==> config.mk <==
export PLATFORM = sky130hd
export DESIGN_NAME = mux_8bit_reg
export DESIGN_NICKNAME = d
export VERILOG_FILES = /design/src/rtl/mux_8bit_reg.sv
export SDC_FILE = /design/constraint.sdc
export NUM_CORES = 1
export LEC_CHECK = 0
export CAP_MARGIN = 25
export CORE_MARGIN = 4
export CORE_UTILIZATION = 33
export CTS_CLUSTER_DIAMETER = 30
export DETAILED_ROUTE_END_ITERATION = 8
export GPL_ROUTABILITY_DRIVEN = 0
export GPL_TIMING_DRIVEN = 0
export PLACE_DENSITY = 0.91
export RECOVER_POWER = 100
export SLEW_MARGIN = 30
export SYNTH_ARGS = -nofsm -noshare
export SYNTH_HDL_FRONTEND = slang
export SYNTH_SLANG_ARGS = --single-unit
==> constraint.sdc <==
create_clock -name clk -period 2 [get_ports clk]
set_clock_uncertainty 0.15 [all_clocks]
set_input_delay 0.2 -clock clk [delete_from_list [all_inputs] [get_ports clk]]
set_output_delay 0.2 -clock clk [all_outputs]
set_load 0.005 [all_outputs]
==> src/rtl/mux_8bit_reg.sv <==
// 2:1 word multiplexer with a combinational output Y and a registered, valid-qualified copy Y_q.
// Optional registered even-parity output is enabled by defining MUX_8BIT_PARITY_EN.
module mux_8bit_reg #(
  parameter int WIDTH = 8
) (
  input  logic             clk,
  input  logic             rst,
  input  logic [WIDTH-1:0] A,
  input  logic [WIDTH-1:0] B,
  input  logic             select,
  input  logic             in_valid,
  output logic [WIDTH-1:0] Y,
  output logic [WIDTH-1:0] Y_q,
  output logic             out_valid
`ifdef MUX_8BIT_PARITY_EN
  ,
  output logic             parity
`endif
);

  logic [WIDTH-1:0] y_mux;
  logic [WIDTH-1:0] data_q;
  logic [WIDTH-1:0] data_d;
  logic             valid_q;
  logic             valid_d;

  // Bitwise steering so Y tracks A, B and select with no clock dependence.
  generate
    for (genvar gi = 0; gi < WIDTH; gi++) begin : g_mux_bit
      assign y_mux[gi] = select ? B[gi] : A[gi];
    end
  endgenerate

  assign Y = y_mux;

  always_comb begin
    data_d  = data_q;
    valid_d = 1'b0;
    if (in_valid) begin
      data_d  = y_mux;
      valid_d = 1'b1;
    end
  end

  // Reset has priority, so an X on select can never reach the register while rst=1.
  always_ff @(posedge clk) begin
    if (rst) begin
      data_q  <= '0;
      valid_q <= 1'b0;
    end else begin
      data_q  <= data_d;
      valid_q <= valid_d;
    end
  end

  assign Y_q       = data_q;
  assign out_valid = valid_q;

`ifdef MUX_8BIT_PARITY_EN
  logic parity_q;
  logic parity_d;

  always_comb begin
    parity_d = parity_q;
    if (in_valid) begin
      parity_d = ^y_mux;
    end
  end

  always_ff @(posedge clk) begin
    if (rst) begin
      parity_q <= 1'b0;
    end else begin
      parity_q <= parity_d;
    end
  end

  assign parity = parity_q;
`endif

endmodule

== Word-level counts from Yosys, hierarchy flattened ==
Index checks and enable logic that the tools add are counted.
Word-level totals
  register bits: 9
  latch bits: 0
  memory bits (writable): 0
  bits in read-only memories: 0
  bits of input ports: 20
  output and inout port bits: 17
  logic and storage cells: 11
  memories: 0
Operators by class
  $add $sub $neg: 0
  multiply operators: 0
  div/mod/pow operators: 0
  $lt $le $gt $ge: 0
  equality and inequality tests: 0
  shift operators: 0
  multiplexer cells: 9
  bitwise gates (word level): 0
  reduce and logical (&&, ||, !) cells: 0
Operator list (count)
  two-way mux 1 bit: 9

== Longest topological paths before layout ==
Gate-level depths: netlist (run 1).
  depth after elaboration: 1
  mapped depth: 3
  gate-level depth less buffers: 2

== Worst setup path after synthesis (run 1) ==
No wires, ideal clock.
  kind: input -> register
  start: in select
  end: reg data_q[0] (netlist: Y_q[0])
  setup time: 0.115 ns
  data arrival time: 0.793 ns
  required time: 1.735 ns
  slack: 0.942 ns
  cell stages on the path: 3
  buffers on the path: 1
  path through: buf_6 > mux2_4 > o21a_1
On the way
  word-level cells in the longest chain between the ends: 1
RTL lines
  from (decl): line 10  | input logic select,
  two-way mux 1 bit: line 30  | assign y_mux[gi] = select ? B[gi] : A[gi];
  named net Y[0]: line 12  | output logic [WIDTH-1:0] Y,
  to (signal assigned): line 51  | data_q <= data_d;
  to (decl): line 22  | logic [WIDTH-1:0] data_q;
The timed path passes the listed nets, and every way through them passes these cells.
A chain may end at the register's enable or synchronous reset.

== Worst setup path in the final report (run 1) ==
  start: in A[7]
  end: out Y[7]
On the way
  word-level cells in the longest chain between the ends: 1
RTL lines
  from (decl): line 8  | input logic [WIDTH-1:0] A,
  two-way mux 1 bit: line 30
  to (decl): line 12
Every way passes these cells.

==> metrics, run 1 <==
Hold-fix buffers, CTS=0; Crit. End Element=output pin; Final Max Slew Viols=0; GR Layer Usage met3=0.0791; Mapped Cells=37; endpoints failing hold=0; status=finished, final reports clean; Syn-to-layout area delta=83.3%; Critical Path Max Stage Delay=0.58 ns; RSZ-0062 raised after global routing=no; Yosys reg bits=9; drt total wl=1.15 mm; largest net degree at the start of global routing=10; initial antenna violation count=0; htree depth=1; worst path arrival time=1.45 ns; critical path, cell by cell=clkdlybuf4s50_1 > mux2_4 > dlygate4sd3_1; TritonCTS buffer count=3; Initial Util=0.352; Netlist cell types=8; layout cells sized above 1=0.293; most common cell after layout, fill and taps aside=dlygate4sd3_1; Routed Antenna Nets=0; worst-path maximum fanout=2; Final nets=96; hold depth=3; setup violators final=0; CTS tree=built; postcts setup bufs=0; iteration count of the initial detailed-routing pass=2; Setup TNS Final=0 ns; clk sink count=9; DR WL/cell=12.8 um; drt drc=0; slowest cell on the critical path=dlygate4sd3_1; sequential share of the synthesized area=0.388; die boundary height=45.5 um; most crowded layer after global routing=met2; Core ar.=0.00132 sq mm; fillers=102; Avg Cell Area, Syn=12.5 sq um; kind of critical path=in -> out; die area=0.00207 sq mm; Die W=45.5 um; number of synthesis warnings=0; Fmax=0.554 GHz; row cnt=13; IO Count=37; Total Power=479 uW; clk_lat worst skew=0.26 ns; GRT Util Overall=0.127; worst r2r dst=Y_q[5]; critical path buffer and inverter count=2; reg2reg path depth=2; Slew HR=0.832; total grt overflow=0; met1 Use GR=0.119; post-route cell area=851 sq um; post-cts sizing count=0; Worst VDD drop=0.000340 V; Post-DP Area=823 sq um; most frequent cells in the layout=dlygate4sd3_1 (18), clkdlybuf4s50_1 (16), dfxtp_1 (9); Hold Crit Start=select; CTS Buffer Depth=2; Power Density=563 mW/mm^2; delay-heaviest family, CP=buffers and inverters; crit share post-route=0.902; CTS root buf=clkbuf_4; diode count=0; grt met2 use=0.201; Clk pin slew, worst setup/hold paths=0.06 ns; syn nets=57; Vias=435; r2r startpoint=Y_q[5]; slack of the worst reg-to-reg path=1.14 ns; crit path time final=1.80 ns; vias in the first global route=438; maxcap violations=0; Least-Margin Pin Slew=0.250 ns; Critical Path RT=1.65 ns; Setup crit start kind=input port; buffers added on ports=34; Initial DRC Count=3; leakage=0.000365 uW; global-route wire length before repair=1.77 mm; post-synthesis cell area=464 sq um; Worst Hold End=Y_q[7]; via/cell ratio=4.83; min-delay worst type=in -> reg
## tightest hold or removal path: stages
cell	delay, ns
buf_6	0.13
mux2_4	0.17
o21a_1	0.09
## metrics by stage
step | utilization | cells | worst slack (ns) | hold WS (ns)
final | 0.646 | 90 | 0.196 | 0.209
after global placement | 0.625 | 86 | 0.328 | 0.397
after floorplan | - | 37 | 0.942 | 0.117
after global routing | 0.646 | 90 | 0.158 | 0.209
after CTS | 0.646 | 90 | 0.314 | 0.205
after detailed placement | 0.625 | 86 | 0.315 | 0.407
## sequential cells by signal (all words and copies together), names as in the netlist
register and cells:
Y_q 8, out_valid 1
## where the power goes
group	internal [uW]	switching [uW]
combinational	99.8	40.0
sequential	192	5.46
clock	73.9	67.1
## cells in the mapped netlist, drive strengths merged
cell    number  area [sq um]
dfxtp        9           180
nor2         1          3.75
clkinv       1          3.75
o21ba        8          80.1
buf          2          16.3
o21a         8          60.1
mux2         8           120
## cells by family (layout without fill, tap and decap cells)
kind of cell / after synthesis / count (layout) / share of synthesized area
multiplexers: 8 / 8 / 0.259
buffers and inverters: 3 / 41 / 0.0431
AO/OA/AOI/OAI: 16 / 16 / 0.302
flip-flops: 9 / 9 / 0.388
AND/OR/NAND/NOR: 1 / 1 / 0.00808
## how the worst max path moves through the flow
stage | start | end | slack [ns] | cells past startpoint
after floorplan | select | Y_q[0] | 0.94 | 3
after global placement | A[2] | Y[2] | 0.33 | 3
after detailed placement | A[6] | Y[6] | 0.31 | 3
after CTS | A[7] | Y[7] | 0.31 | 3
after global routing | A[2] | Y[2] | 0.16 | 3
final | A[7] | Y[7] | 0.20 | 3
## area by class of cell
type	count	area, sq um	area share
Timing Repair Buffer	34	340	0.400
Multi-Input combinational cell	25	264	0.310
Sequential cell	9	180	0.212
Clock buffer	3	22.5	0.0265
Tap cell	15	18.8	0.0221
Buffer	2	16.3	0.0191
Clock inverter	1	5.00	0.00588
Inverter	1	3.75	0.00441
## metal layers
layer	share of wire	vias up
met5	0	-
met4	0.0052	0
met3	0.17	2
met2	0.47	26
met1	0.35	195
li1	-	212
No activity file was read; power rests on OpenSTA's default activity.
==> inputs of run 2 (changes only) <==
Settings changed: CTS_CLUSTER_DIAMETER 30 to default.
==> results of run 2 <==
The final DEF is identical to that of run 1; final timing and power are the same.
